===== src/rtl/prog_timer_n.sv =====
// prog_timer_n: prescaled up/down step timer with wrap/saturate/reload/one-shot terminal modes
module prog_timer_n #(
    parameter int WIDTH  = 32,
    parameter int STEP_W = 3,
    parameter int PRE_W  = 8
) (
    input  logic              clk,
    input  logic              reset,
    input  logic              enable,
    input  logic              load,
    input  logic [WIDTH-1:0]  din,
    input  logic              up_down,
    input  logic [STEP_W-1:0] step,
    input  logic [1:0]        mode,
    input  logic [WIDTH-1:0]  limit,
    input  logic [WIDTH-1:0]  reload,
    input  logic [PRE_W-1:0]  prescale,
    input  logic              evt_clr,
    output logic [WIDTH-1:0]  count,
    output logic              timer_event,
    output logic              event_sticky,
    output logic              running
);
    localparam logic [1:0] WRAP = 2'd0, SAT = 2'd1, RELOAD = 2'd2, ONESHOT = 2'd3;
    logic [PRE_W-1:0] pre_cnt;
    logic [WIDTH:0]   s, up_sum;
    logic [WIDTH-1:0] term_val, next_cnt;
    logic             pre_hit, tick, term, fire;
    assign s        = (WIDTH+1)'(step) + (WIDTH+1)'(1);
    // the extra carry bit makes an overflow past the top land above any limit
    assign up_sum   = {1'b0, count} + s;
    assign term     = up_down ? (up_sum >= {1'b0, limit}) : ({1'b0, count} <= s);
    assign term_val = mode == RELOAD ? reload :
                      mode == WRAP   ? (up_down ? '0 : limit) :
                                       (up_down ? limit : '0);
    assign pre_hit  = pre_cnt == prescale;
    assign tick     = enable && running && !load && pre_hit;
    assign fire     = tick && term && !(mode == SAT && count == term_val);
    assign next_cnt = term ? term_val : up_down ? up_sum[WIDTH-1:0] : count - s[WIDTH-1:0];
    always_ff @(posedge clk) begin
        if (reset) begin
            count        <= '0;
            pre_cnt      <= '0;
            timer_event  <= 1'b0;
            event_sticky <= 1'b0;
            running      <= 1'b1;
        end else begin
            timer_event  <= fire;
            event_sticky <= fire | (event_sticky & ~evt_clr);
            if (load) begin
                count   <= din;
                pre_cnt <= '0;
                running <= 1'b1;
            end else if (enable && running) begin
                pre_cnt <= pre_hit ? '0 : pre_cnt + PRE_W'(1);
                if (pre_hit) count <= next_cnt;
                if (tick && term && mode == ONESHOT) running <= 1'b0;
            end
        end
    end
endmodule


===== config.mk =====
export PLATFORM = sky130hd
export DESIGN_NAME = prog_timer_n
export DESIGN_NICKNAME = d
export VERILOG_FILES = /design/src/rtl/prog_timer_n.sv
export SDC_FILE = /design/constraint.sdc
export NUM_CORES = 1
export LEC_CHECK = 0
export ABC_AREA = 1
export CORE_MARGIN = 3
export CORE_UTILIZATION = 47
export CTS_CLUSTER_SIZE = 14
export DETAILED_ROUTE_END_ITERATION = 7
export GPL_ROUTABILITY_DRIVEN = 1
export GPL_TIMING_DRIVEN = 0
export PLACE_DENSITY = 0.78
export SLEW_MARGIN = 5
export SYNTH_ARGS = -nofsm -noshare
export SYNTH_HDL_FRONTEND = slang
export SYNTH_SLANG_ARGS = --single-unit

===== constraint.sdc =====
create_clock -name clk -period 3.7 [get_ports clk]
set_input_delay 0.37 -clock clk [delete_from_list [all_inputs] [get_ports clk]]
set_output_delay 0.37 -clock clk [all_outputs]
set_load 0.03 [all_outputs]

# Word level (Yosys, flattened, before mapping)
# Cells that the tools add are included.
# op_classes
n_addsub	4
n_eq_ne	5
n_bitwise	3
n_mux	11
reduce_logical	15
order_cmp	2
# op_table
op	n
$mux 32	9
$add 32x4->33	1
$ge 33x32->1	1
$eq 32x32->1	1
$le 32x4->1	1
$sub 32x4->32	1
$add 8x1->8 const B	1
$eq 8x8->1	1
$mux 8	1
$logic_and 1x1->1	7
$add 3x1->4 const B	1
$eq 2x2->1 const B	2
$reduce_and 2->1	2
$reduce_bool 2->1	2
$eq 2x1->1 const B	1
$logic_not 1->1	2
$logic_not 2->1	1
$reduce_or 2->1	1
$and 1x1->1	1
$mux 1	1
$not 1->1	1
$or 1x1->1	1
# word_totals
word_cells	45
in_bits	115
register_bits	43

# Depth between registers and ports, before layout
# depth
word_depth	8
mapped_depth	33
ltp_nobuf	31

# Worst setup path before layout
# Ideal clock, no wire load.
# synth_path
kind	input port to flip-flop
startpoint	input step[0]
endpoint	register count[30]
slack_ns	-0.010
required_time_ns	3.587
n_path_buf	2
cell_stages	32
arrival_ns	3.597
path_cell_list	ha_1 -> xnor2_1 -> inv_1 -> ha_1 -> buf_4 -> nand3_1 -> nand2_1 -> nand2_1 -> a21oi_4 -> nand3_2 -> nor2_1 -> xor2_1 -> inv_1 -> ha_1 -> nand2_1 -> nor2_1 -> nand3_1 -> nor2_1 -> nor2_1 -> nand3_1 -> nand2_1 -> nand2_1 -> nand2_1 -> nand2_1 -> nand2_4 -> nand2_4 -> nand2_4 -> buf_4 -> nand2_1 -> nand3_1 -> nand2_1 -> nand2_1
# synth_via
elab_chain_cells	8
elab_cells_between_ends	11
cone_classes	3 x add/sub; 2 x order compare; 6 x mux
# synth_rtl
element	line_no	rtl
from (decl)	13	input logic [STEP_W-1:0] step,
$add 3x1->4 *	29	assign s = (WIDTH+1)'(step) + (WIDTH+1)'(1);
$add 32x4->33	31	assign up_sum = {1'b0, count} + s;
$ge 33x32->1	32	assign term = up_down ? (up_sum >= {1'b0, limit}) : ({1'b0, count} <= s);
$mux 1	32	
$mux 32 *	39	assign next_cnt = term ? term_val : up_down ? up_sum[WIDTH-1:0] : count - s[WIDTH-1:0];
$mux 32 *	56	if (pre_hit) count <= next_cnt;
$mux 32 *	54	end else if (enable && running) begin
$mux 32 *	50	if (load) begin
to (signal assigned)	51	count <= din;
to (signal assigned)	56	
to (decl)	19	output logic [WIDTH-1:0] count,
# Mark *: on every way between the ends. The rest lies on a longest branch, timed or not. The select of a mux whose other input is x is not followed.
# A chain may end at the register's enable or synchronous reset.

# Final worst setup path
# layout_path
startpoint	input step[0]
endpoint	register count[28]
# The elaborated chain is that of the path after synthesis.

==> flow_summary.toml <==
[run_status]
status = "complete, but fails checks"
violations = "negative setup slack"

[run]
maxCapViolCount = 0

[sta]
max_slew.worst_pin.slew_ns = 1.05
tns_ns = -10.87
setup_viol = 35
fmax_mhz = 245
hold_viol = 0
drv_slew = 0
period_share = 1.10
period_minus_slack_ns = 4.09
maxSlewHeadroom = 0.298
rsz0062_at_grt = "yes"
setup_ws_ns = -0.385
fin_worst_skew_ns = 0.00971

[routing]
wire_per_inst_um = 20.4
drtAntennaViolNets = 0
routed_wl_um = 31400
num_vias = 8952
viasPerCell = 5.81
drt_iter0_drc = 1179
drc = 0
first_pass_iters = 8

[finish]
drive_gt1_frac = 0.174
finalNonFillerCells = 1541
diodes = 0
areaGrowthSynthToFinish_pct = 44.7
nNetsFinal = 1523

[synthesis]
muxShareOfSynthArea = 0
synth-compound-area-share = 0.120
synth_xor_area_frac = 0.0693
yosys.area_share.simple = 0.451
ys.warnings.count = 0
postSynthCellCount = 1180
netlist_area_um2 = 6570
ys_seq_area_frac = 0.131
synth_nets = 1339
synth_seq_cells = 43
synth.distinct_cells = 48
synth_top_family_by_area = "simple AND/OR/NAND/NOR gates"
yosys.area_share.adder = 0.0861
syn_area_per_cell_um2 = 5.57

[power_and_ir_drop]
ir_worst_vdd_mv = 0.174
p_per_area_nw_per_um2 = 237
leakagePower_nw = 4.47

[clocking]
clock_latency_ns = 0.30
htree_levels = 2
clk_pin_slew_ns = 0.07
tritoncts = "done"
numCtsBuffers = 5
root_buffer = "clkbuf_16"
clk_path_buf_depth = 2
cts_num_sinks = 43

[setup_path]
critPathMaxStageDelay_ns = 0.34
start_kind = "input pin"
crit_path_end_kind = "flop"
crit_required_ns = 3.93
cpMaxStageDelayCell = "a21oi_4"
critPathMaxFanout = 7
worst-path-buf-inv = 6
crit_type = "in2reg"
crit_family = "simple AND/OR/NAND/NOR gates"
arrival_ns = 4.31

[floorplanning]
initial_utilization = 0.488
core-area_um2 = 13500
die_x_um = 124
ios = 150
die_h_um = 124
fp.dieArea_um2 = 15400
num_rows = 42

[global_routing]
grt_pass1_vias = 8181
grt_max_degree = 14
overflow = 0
grt_pass1_wl_um = 46200
antenna_found_initial = 0
gr-usage-all-layers = 0.381

[place]
place_inst = 1503
gp_congestion = 1.11
portBuffers = 147
post-dp-hpwl_um = 24400

[min_path]
hp-class = "reg2reg"
per-layer routing:
metal | share of wire | track usage
met2 | 0.42 | 0.566
met1 | 0.38 | 0.500
met3 | 0.12 | 0.0915
met5 | 0 | 0
met4 | 0.073 | 0.226
registers in the layout, summed over array words and instances, names as in the netlist:
name	flops
timer_event	1
count	32
pre_cnt	8
running	1
event_sticky	1
cells in the mapped netlist, drive strengths merged:
| library cell | number | share of area |
|---|---|---|
| nand2 | 322 | 0.19 |
| inv | 181 | 0.10 |
| nor2 | 155 | 0.093 |
| nand3 | 117 | 0.090 |
| o21ai | 68 | 0.052 |
| dfxtp | 43 | 0.13 |
| xor2 | 43 | 0.057 |
| ha | 42 | 0.080 |
| buf | 30 | 0.026 |
| nor3 | 30 | 0.030 |
| a21oi | 29 | 0.025 |
| nand4 | 26 | 0.025 |
| clkbuf | 21 | 0.012 |
| o22ai | 12 | 0.011 |
| nor4 | 9 | 0.0095 |
| or2 | 9 | 0.0086 |
| xnor2 | 9 | 0.012 |
| a211oi | 6 | 0.0069 |
| o2111ai | 5 | 0.0067 |
| o221ai | 4 | 0.0053 |
| a31oi | 3 | 0.0029 |
| nand3b | 3 | 0.0034 |
| a21o | 2 | 0.0023 |
| clkinv | 2 | 0.0011 |
| fa | 2 | 0.0061 |
| nor3b | 2 | 0.0023 |
| a21boi | 1 | 0.0029 |
| and2 | 1 | 0.00095 |
| o2111a | 1 | 0.0019 |
| o211ai | 1 | 0.0011 |
| o31ai | 1 | 0.0011 |
cells in the final DEF, fill, tap and decap left out, types with 21 or more instances in the layout:
master           instances
nor2_1                 136
a21oi_1                 21
nand3_2                 24
clkdlybuf4s50_1        144
inv_1                  154
o21ai_0                 43
ha_1                    34
nand3_1                 89
xor2_1                  35
dfxtp_1                 41
nand4_1                 26
inv_2                   27
clkbuf_1                22
nand2_4                 22
o21ai_1                 21
nand2_1                280
layout make-up:
type	count	area [um2]
multi-input combinational	903	5470
fill	1251	3950
timing repair buffer	178	1840
sequential	43	866
inverter	183	687
buffer	50	280
tap	176	220
clock buffer	6	129
clock inverter	2	12.5
kinds of logic after synthesis:
logic type | count (synthesis)
flops | 43
fa+ha+maj | 44
xor+xnor | 52
compound gates | 133
buf+inv | 234
simple gates | 674
metrics by stage:
step	util	setup slack [ns]	area, um2	hold slack [ns]	power (mW)
global route	0.706	-0.604	9500	0.496	2.35
CTS	0.672	-0.376	9030	0.481	2.13
global placement	0.614	-1.35	8260	0.466	1.56
finish	0.706	-0.385	9500	0.475	2.25
detailed placement	0.614	-1.44	8260	0.469	1.57
floorplan	-	0.0145	6570	0.451	1.15
worst reg2reg max path, stage by stage, from the launching register on:
cell and delay (ns):
dfxtp_1 0.53, nand2_1 0.33, nor3_1 0.24, inv_1 0.13, nor2_1 0.26, nand2_1 0.13
inv_1 0.12, nand2_1 0.07, nand2_2 0.10, inv_1 0.06, ha_1 0.30, nand4_1 0.15
buf_4 0.18, nor3_2 0.21, nand4_1 0.13, o2111a_2 0.23, nand2_8 0.12, nand2_8 0.12
buf_8 0.17, buf_8 0.14, nand2_2 0.05, nand3_1 0.07, a21oi_2 0.12
power breakdown:
part	total [mW]	leakage [nW]	internal [mW]	switching, mW
logic	1.26	4.05	0.490	0.768
clock network	0.475	0.0669	0.251	0.224
registers	0.521	0.354	0.488	0.0331
path summary, 6_finish.rpt:
| check | endpoint | depth (start not counted) | slack [ns] | from |
|---|---|---|---|---|
| max | count[28] | 26 | -0.39 | step[0] |
| min | running | 2 | 0.47 | running |
| max reg2reg | count[28] | 22 | -0.32 | count[7] |
| min reg2reg | running | 2 | 0.47 | running |
repair_timing:
action | CTS | global route
pin swaps | 41 | 61
setup endpoints to repair | 35 | 35
hold buffers | 0 | 0
gates cloned | 2 | 1
setup buffers | 17 | 11
resized for setup | 112 | 75
Note: power is estimated with default switching activity, not from simulation.
